### config.mk
export PLATFORM = sky130hd
export DESIGN_NAME = float32_to_any_seq
export DESIGN_NICKNAME = d
export VERILOG_FILES = /design/src/rtl/float32_to_any_seq.sv
export SDC_FILE = /design/constraint.sdc
export NUM_CORES = 1
export LEC_CHECK = 0
export BUFFER_PORTS_ARGS = -buffer_cell sky130_fd_sc_hd__clkbuf_2
export CORE_MARGIN = 8
export CORE_UTILIZATION = 35
export CTS_CLUSTER_DIAMETER = 150
export DETAILED_ROUTE_END_ITERATION = 12
export SLEW_MARGIN = 5
export SYNTH_ARGS = -nofsm -noshare
export SYNTH_HDL_FRONTEND = slang
export SYNTH_SLANG_ARGS = --single-unit
### constraint.sdc
create_clock -name clk -period 9.75 [get_ports clk]
set_input_delay 1.95 -clock clk [delete_from_list [all_inputs] [get_ports clk]]
set_output_delay 1.95 -clock clk [all_outputs]
set_load 0.03 [all_outputs]
### src/rtl/float32_to_any_seq.sv
// float32_to_any_seq
//   Sequential IEEE-754 single precision to integer converter (u32, s32,
//   u64, s64) with a valid/ready handshake on both sides and one
//   conversion in flight at a time.
//
// Ports
//   clk            : clock, every state update happens on the rising edge
//   reset_n        : synchronous active-low reset
//   in_valid       : request valid
//   in_ready       : block is idle and can accept a request
//   in             : float32 operand
//   typeOp         : 0=u32, 1=s32, 2=u64, 3=s64
//   roundingMode   : 0=nearest-even, 1=toward zero, 2=toward -inf, 3=toward +inf
//   out_valid      : result valid, held until out_ready
//   out_ready      : consumer accepts the result
//   out            : 64-bit integer result (32-bit types are sign-extended from bit 31)
//   exceptionFlags : {NV, DZ, OF, UF, NX}; only NV and NX are ever set
module float32_to_any_seq (
  input  logic        clk,
  input  logic        reset_n,
  input  logic        in_valid,
  output logic        in_ready,
  input  logic [31:0] in,
  input  logic [1:0]  typeOp,
  input  logic [1:0]  roundingMode,
  output logic        out_valid,
  input  logic        out_ready,
  output logic [63:0] out,
  output logic [4:0]  exceptionFlags
);

  typedef enum logic [1:0] {IDLE, ALIGN, ROUND, DONE} state_t;

  state_t      state;
  logic [31:0] in_q;
  logic [1:0]  type_q;
  logic [1:0]  rm_q;
  logic [63:0] mag_q;
  logic        round_q;
  logic        sticky_q;
  logic        ovf_q;

  // Alignment of the captured operand into a 64-bit integer magnitude plus
  // round and sticky bits. The significand is placed in a Q64.64 fixed-point
  // word; e_eff-86 is (E-23)+64 with E the unbiased exponent, so the upper
  // half is the integer part and bit 63 is the first discarded bit.
  logic [7:0]   a_exp;
  logic [7:0]   a_exp_eff;
  logic [23:0]  a_sig;
  logic [127:0] a_fix;
  logic [63:0]  a_mag;
  logic         a_round;
  logic         a_sticky;
  logic         a_ovf;

  always_comb begin
    a_exp     = in_q[30:23];
    a_sig     = {a_exp != 8'd0, in_q[22:0]};
    a_exp_eff = (a_exp == 8'd0) ? 8'd1 : a_exp;
    a_fix     = {104'd0, a_sig} << (a_exp_eff - 8'd86);
    a_mag     = 64'd0;
    a_round   = 1'b0;
    a_sticky  = 1'b0;
    a_ovf     = 1'b0;
    if (a_exp_eff < 8'd126) begin
      // |value| < 0.5: nothing but sticky survives
      a_sticky = |a_sig;
    end else if (a_exp_eff >= 8'd191) begin
      // |value| >= 2^64 (also covers Inf and NaN)
      a_ovf = 1'b1;
    end else begin
      a_mag    = a_fix[127:64];
      a_round  = a_fix[63];
      a_sticky = |a_fix[62:0];
    end
  end

  // Rounding, range check against the requested type and result selection.
  // The rounded magnitude keeps a 65th bit so a carry out of 2^64-1 is seen
  // as out of range rather than wrapping to zero.
  logic        r_sign;
  logic        r_nan;
  logic        r_inf;
  logic        r_inc;
  logic [64:0] r_rounded;
  logic        r_in_range;
  logic [63:0] r_signed;
  logic [63:0] r_max;
  logic [63:0] r_min;
  logic [63:0] r_res;
  logic [63:0] r_out;
  logic        r_nv;
  logic        r_nx;

  always_comb begin
    r_sign = in_q[31];
    r_nan  = (&in_q[30:23]) && (|in_q[22:0]);
    r_inf  = (&in_q[30:23]) && !(|in_q[22:0]);
    case (rm_q)
      2'd0:    r_inc = round_q & (sticky_q | mag_q[0]);
      2'd1:    r_inc = 1'b0;
      2'd2:    r_inc = r_sign & (round_q | sticky_q);
      default: r_inc = ~r_sign & (round_q | sticky_q);
    endcase
    r_rounded = {1'b0, mag_q} + {64'd0, r_inc};

    // A negative value that rounds to zero is representable by every type
    if (!r_sign) begin
      case (type_q)
        2'd0:    r_in_range = r_rounded <= 65'h0_0000_0000_FFFF_FFFF;
        2'd1:    r_in_range = r_rounded <= 65'h0_0000_0000_7FFF_FFFF;
        2'd2:    r_in_range = !r_rounded[64];
        default: r_in_range = r_rounded <= 65'h0_7FFF_FFFF_FFFF_FFFF;
      endcase
    end else if (r_rounded == 65'd0) begin
      r_in_range = 1'b1;
    end else begin
      case (type_q)
        2'd1:    r_in_range = r_rounded <= 65'h0_0000_0000_8000_0000;
        2'd3:    r_in_range = r_rounded <= 65'h0_8000_0000_0000_0000;
        default: r_in_range = 1'b0;
      endcase
    end

    case (type_q)
      2'd0:    begin r_max = 64'h0000_0000_FFFF_FFFF; r_min = 64'd0; end
      2'd1:    begin r_max = 64'h0000_0000_7FFF_FFFF; r_min = 64'h0000_0000_8000_0000; end
      2'd2:    begin r_max = 64'hFFFF_FFFF_FFFF_FFFF; r_min = 64'd0; end
      default: begin r_max = 64'h7FFF_FFFF_FFFF_FFFF; r_min = 64'h8000_0000_0000_0000; end
    endcase

    r_signed = r_sign ? (~r_rounded[63:0] + 64'd1) : r_rounded[63:0];
    r_nv     = r_nan | r_inf | ovf_q | ~r_in_range;
    r_nx     = (round_q | sticky_q) & ~r_nv;

    if (r_nan)
      r_res = r_max;
    else if (r_nv)
      r_res = r_sign ? r_min : r_max;
    else
      r_res = r_signed;

    // 32-bit results, unsigned included, are sign-extended from bit 31
    r_out = type_q[1] ? r_res : {{32{r_res[31]}}, r_res[31:0]};
  end

  // Control FSM with registered handshake outputs and result registers
  always_ff @(posedge clk) begin
    if (!reset_n) begin
      state          <= IDLE;
      in_ready       <= 1'b1;
      out_valid      <= 1'b0;
      out            <= 64'd0;
      exceptionFlags <= 5'd0;
      in_q           <= 32'd0;
      type_q         <= 2'd0;
      rm_q           <= 2'd0;
      mag_q          <= 64'd0;
      round_q        <= 1'b0;
      sticky_q       <= 1'b0;
      ovf_q          <= 1'b0;
    end else begin
      case (state)
        IDLE: begin
          if (in_valid && in_ready) begin
            in_q     <= in;
            type_q   <= typeOp;
            rm_q     <= roundingMode;
            in_ready <= 1'b0;
            state    <= ALIGN;
          end
        end
        ALIGN: begin
          mag_q    <= a_mag;
          round_q  <= a_round;
          sticky_q <= a_sticky;
          ovf_q    <= a_ovf;
          state    <= ROUND;
        end
        ROUND: begin
          out            <= r_out;
          exceptionFlags <= {r_nv, 3'b000, r_nx};
          out_valid      <= 1'b1;
          state          <= DONE;
        end
        DONE: begin
          if (out_ready) begin
            out_valid <= 1'b0;
            in_ready  <= 1'b1;
            state     <= IDLE;
          end
        end
        default: state <= IDLE;
      endcase
    end
  end

endmodule

# --- Word level (Yosys, flattened, before mapping) ---
# Index checks and enable logic that the tools add are counted.
word_totals:
  wordCells: 97
  reg_bits: 173
  out_inout_bits: 71
  input_bits: 40
op_classes:
  eq_ne: 10
  order_cmp: 7
  mux: 29
  n_reduce_logical: 22
  bitwise_logic: 13
  addsub: 3
  n_shift: 1
ops:
  columns: ["op", "n"]
  rows:
  - ["$mux 64", 7]
  - ["$pmux 64 s3", 1]
  - ["$le 65x32->1 const B", 2]
  - ["$pmux 64 s2", 1]
  - ["$shl 24x8->128", 1]
  - ["$add 64x1->65", 1]
  - ["$le 65x31->1 const B", 1]
  - ["$le 65x63->1 const B", 1]
  - ["$le 65x64->1 const B", 1]
  - ["$logic_not 65->1", 1]
  - ["$add 64x1->64 const B", 1]
  - ["$not 64->64", 1]
  - ["$reduce_or 63->1", 1]
  - ["$reduce_or 24->1", 1]
  - ["$reduce_or 23->1", 1]
  - ["$mux 1", 11]
  - ["$eq 2x2->1 const B", 5]
  - ["$ge 8x8->1 const B", 1]
  - ["$logic_not 8->1", 1]
  - ["$lt 8x7->1 const B", 1]
  - ["$mux 8", 1]
  - ["$pmux 2 s4", 1]
  - ["$reduce_and 8->1", 1]
  - ["$reduce_bool 8->1", 1]
  - ["16 further kinds", 40]

# --- Logic depth before layout (Yosys ltp) ---
logic_depth:
  word_depth: 13
  mapped_depth: 23
  depth_no_buf: 19

# --- Worst setup path after synthesis ---
# Ideal clock, no wire load.
synth_path:
  kind: "reg2reg"
  start: "register in_q[31]"
  end: "register out[40]"
  synth_period_minus_slack_ns: 5.108
  required_time_ns: 9.671
  n_path_buf: 5
  arrival_ns: 5.028
  stages_incl_launch_ff: 21
  slack_ns: 4.642
  setup_ns: 0.079
  path_cell_list: "dfxtp_1 clkbuf_1 clkbuf_1 a21oi_1 ha_1 ha_1 clkbuf_1 and3_1 clkbuf_1 nor4_1 nor2_1 nor3_1 nor4bb_1 nand3_1 o41ai_2 a41o_2 a31oi_2 nor4b_4 nor2_2 buf_6 a211oi_2"
synth_between:
  elab_chain_cells: 13
  word_cells_on_any_way: 25
  classes_between: "add/sub: 2; order compare: 5; mux: 10; bitwise: 6; reduce/logical: 2"
synth_rtl:
  columns: ["item", "line_no", "rtl"]
  rows:
  - ["start: declaration", "35", "logic [31:0] in_q;"]
  - ["start signal: assignment", "166", "in_q <= in;"]
  - ["$not 1->1", "103", "default: r_inc = ~r_sign & (round_q | sticky_q);"]
  - ["$and 1x1->1", "103", null]
  - ["$pmux 1 s3", "99", "case (rm_q)"]
  - ["$add 64x1->65", "105", "r_rounded = {1'b0, mag_q} + {64'd0, r_inc};"]
  - ["$le 65x64->1 or $le 65x32->1 (tied branches)", "120, 119", null]
  - ["$pmux 1 s2", "118", "case (type_q)"]
  - ["$mux 1", "115", "end else if (r_rounded == 65'd0) begin"]
  - ["$mux 1", "108", "if (!r_sign) begin"]
  - ["$not 1->1", "133", "r_nv = r_nan | r_inf | ovf_q | ~r_in_range;"]
  - ["$or 1x1->1", "133", null]
  - ["$mux 64 *", "138", "else if (r_nv)"]
  - ["$mux 64 *", "136", "if (r_nan)"]
  - ["$mux 64 *", "144", "r_out = type_q[1] ? r_res : {{32{r_res[31]}}, r_res[31:0]};"]
  - ["end signal: assignment", "181", "out <= r_out;"]
  - ["end: declaration", "28", "output logic [63:0] out,"]
# Every way passes the cells marked *; elsewhere a longest branch is shown, timed or not.
# A chain may end at the register's enable or synchronous reset.

# --- Worst setup path in the final report ---
layout_path:
  start: "register in_q[31]"
  end: "register out[39]"
# Same word-level chain as after synthesis.

==> summary.md <==
| Metric | Value |
|---|---|
| Row count | 72 |
| Setup crit end kind | flop |
| Root buffer cell | clkbuf_16 |
| DP HPWL | 37.90 mm |
| CTS tree | done |
| Multi-input combinational cell area | 0.009422 mm² |
| Initial Util | 0.3527 |
| Post-Syn Area | 0.01357 mm² |
| Yosys top cell area share | 0.2553 |
| Global-route wire length before repair | 78.14 mm |
| Synthesized area per cell | 7.500 µm² |
| DIE WIDTH | ~210 µm |
| Post-synth top area cell | dfxtp_1 |
| Async set-reset flop share out of synthesis | 0 |
| Max transition margin | 0.2486 |
| Port bufs | 107 |
| Max-slew violations | 0 |
| Fillers | around 4.1k |
| Worst min path class | flop to flop |
| Post-CTS Setup Bufs | 0 |
| Initial DRC count | 1,412 |
| Clock Skews | 0.01681 ns |
| Gpl congestion | 0.9789 |
| # resized after CTS | 0 |
| CTS H-tree depth | 4 |
| # IOs | 111 |
| Via count | 14.12k |
| WL final | 49.68 mm |
| Final setup viols | 0 |
| WS Path Type | flop to flop |
| Clock Latency Late Sink | roughly 0.47 ns |
| Req. time, crit path | 10.06 ns |
| Remaining DRCs | 0 |
| Met1 wire length | 21.58 mm |
| Min Tclk post-route | approximately 6.8 ns |
| Initial antenna violation count | 0 |
| Cells after Synth | approximately 1.8k |
| GRT Residual Overflow | 0 |
| Worst VDD drop | 0.1600 mV |
| Num CTS Buffers | 17 |
| Top layer reached by signal wires | met4 |
| Register area | 0.003465 mm² |
| Max-cap violation count | 0 |
| Setup_tns | 0 ns |
| Final net count | between 1.5k and 2k |
| Yosys cell types | slightly above 90 |
| Pleak | 5.440 nW |
| Run status | complete, no violations |
| Post-place setup slack | 3.197 ns |
| Tot GR Track Use | 0.2167 |
| WL per Instance | between 20 and 25 µm |
| Slew @ Worst Pin | 1.117 ns |
| Drt via density | 5.999 |
| Tcrit/Tclk final | 0.6988 |
| WL met3 | 3.381 mm |
| Core area | 0.03847 mm² |
| Post-synth EDFFs | 0 |
| Worst Path Arrival | 7.13 ns |
| Largest net degree at the start of global routing | 107 |
| Vias in the first global route | 13.48k |
| Met2 Wirelength | roughly 23 mm |
| Critical path peak fanout | 30 |
| Layout cells sized above 1 | 0.1341 |
| Seq/Total Area, Yosys | 0.2553 |
| FF+latch count, synth | 173 |
| RSZ-0062 raised after global routing | no |
| Hold Buf Count CTS | 0 |
| Num Clock Sinks | about 170 |
| Hold Fails Final Rpt | 0 |
| P&R area growth vs syn | 9.987% |
| PD cells | ~230 mW/mm² |
| Dominant cells by area after synthesis | dfxtp_1, nand2_1, a21oi_1, nor2_1, xnor2_1 |
| First drt pass iteration count | 6 |
| CTS clk-pin slew, worst paths | 0.08 ns |
| Final setup margin | 2.937 ns |
| Synth Warn # | 0 |
| Clk buf depth | 2 |
| Max Freq | 0.1468 GHz |
| Height of the chip | 212.9 µm |
| Die area | 0.04532 mm² |
| Post-route ant nets | 0 |
| # diodes | 0 |
| Startpoint types | flop |
| Prevailing post-synth register cell | dfxtp_1 |
==> cells by family (layout without fill, tap and decap cells) <==
group / Yosys count / count (layout) / synth area share
AOI/OAI and AO/OA: 515 / 515 / 0.2554
muxes: 54 / 54 / 0.05874
and+or+nand+nor: 778 / 778 / 0.2965
other: 1 / 3 / 0.0002764
xor gates and xnor gates: 111 / 111 / 0.07165
buffers and inverters: 167 / 191 / 0.05293
adders and majority gates: 10 / 10 / 0.009222
DFF: 173 / 173 / 0.2553
==> sequential cells by signal (all words and copies together) (netlist names), 2 cells and up <==
register / flops
mag_q: 64
out: 64
in_q: 32
exceptionFlags: 2
rm_q: 2
state: 2
type_q: 2
==> power breakdown <==
| group | total, mW | leakage [nW] | switching (mW) | internal [mW] |
|---|---|---|---|---|
| sequential | 0.956 | 1.40 | 0.111 | 0.844 |
| clock | 0.705 | 0.286 | 0.343 | 0.362 |
| combinational | 1.79 | 3.75 | 1.22 | 0.567 |
| total | 3.45 | 5.44 | 1.68 | 1.77 |
==> cells in the final DEF, fill, tap and decap left out, drive strengths merged, types with 21 or more instances in the layout <==
master,instances
nand2,225
nor3,30
dfxtp,173
nor4,37
xnor2,68
and2,37
buf,22
nand3,64
o21ai,107
clkbuf,123
a21oi,130
nor2b,65
o22ai,33
a21boi,41
xor2,43
a22oi,37
mux2i,29
nand4,52
nor2,160
a211oi,21
inv,40
==> cells in the mapped netlist, drive strengths merged (10+ instances only) <==
| cell type | number |
|---|---|
| o211ai | 10 |
| clkbuf | 93 |
| and2 | 37 |
| a21boi | 41 |
| nand3 | 64 |
| inv | 30 |
| dfxtp | 173 |
| nand4 | 52 |
| ha | 10 |
| nor2 | 160 |
| a31oi | 19 |
| o21ai | 107 |
| xnor2 | 68 |
| o21a | 10 |
| mux4 | 20 |
| and3 | 19 |
| or4 | 15 |
| a211oi | 21 |
| nor2b | 65 |
| a22o | 11 |
| buf | 43 |
| nor4 | 37 |
| and4 | 16 |
| or3 | 17 |
| o2bb2ai | 16 |
| o31ai | 18 |
| a21oi | 130 |
| o22ai | 33 |
| nand2 | 225 |
| a22oi | 37 |
| mux2i | 29 |
| xor2 | 43 |
| nor3 | 30 |
==> final timing paths <==
path / start / to / slack [ns] / cells past startpoint
max reg2reg: in_q[31] / out[39] / 2.94 / 19
min: out[52] / out[52] / 0.48 / 2
min reg2reg: out[52] / out[52] / 0.48 / 2
max: in_q[31] / out[39] / 2.94 / 19
==> layer usage <==
metal / GRT usage / up-vias
li1: - / 6675
met1: 0.2806 / 6756
met2: 0.3525 / 577
met3: 0.03523 / 108
met4: 0.09376 / 0
met5: 0 / -
==> metrics by stage <==
step / total power, mW / hold slack (ns) / cell area (µm²) / instances / util
5_1_grt: 3.648 / 0.5089 / 14920 / 2353 / 0.3879
3_5_place_dp: 2.744 / 0.4726 / 14350 / 2321 / 0.3730
2_1_floorplan: 2.232 / 0.4566 / 13580 / 1811 / -
3_3_place_gp: 2.727 / 0.4594 / 14350 / 2321 / 0.3730
6_report: 3.451 / 0.4814 / 14920 / 2353 / 0.3879
4_1_cts: 3.450 / 0.4873 / 14920 / 2353 / 0.3879
==> worst max-delay path: stages (launching register included) <==
cell and delay [ns]:
dfxtp_2 0.32, inv_1 0.03, buf_4 0.20, a31oi_1 0.18, o21ai_0 0.11, a21oi_1 0.19, ha_1 0.19, ha_1 0.38
nand3_2 0.27, nor4_2 0.98, nand4b_1 0.21, xor2_1 0.52, nand4_1 0.31, nor3_1 0.39, and3_1 0.30, a41o_2 0.34
nand3_1 0.19, a21o_1 0.59, nor2_2 0.80, a211oi_1 0.16
==> cell type report <==
class | count | share of cell area
Tap cell | 518 | 0.04343
Sequential cell | 173 | 0.2322
Multi-Input combinational cell | 1471 | 0.6313
Timing Repair Buffer | 128 | 0.04662
Inverter | 31 | 0.007797
Clock buffer | 17 | 0.02851
Clock inverter | 15 | 0.01015
Note: power is estimated with default switching activity, not from simulation.
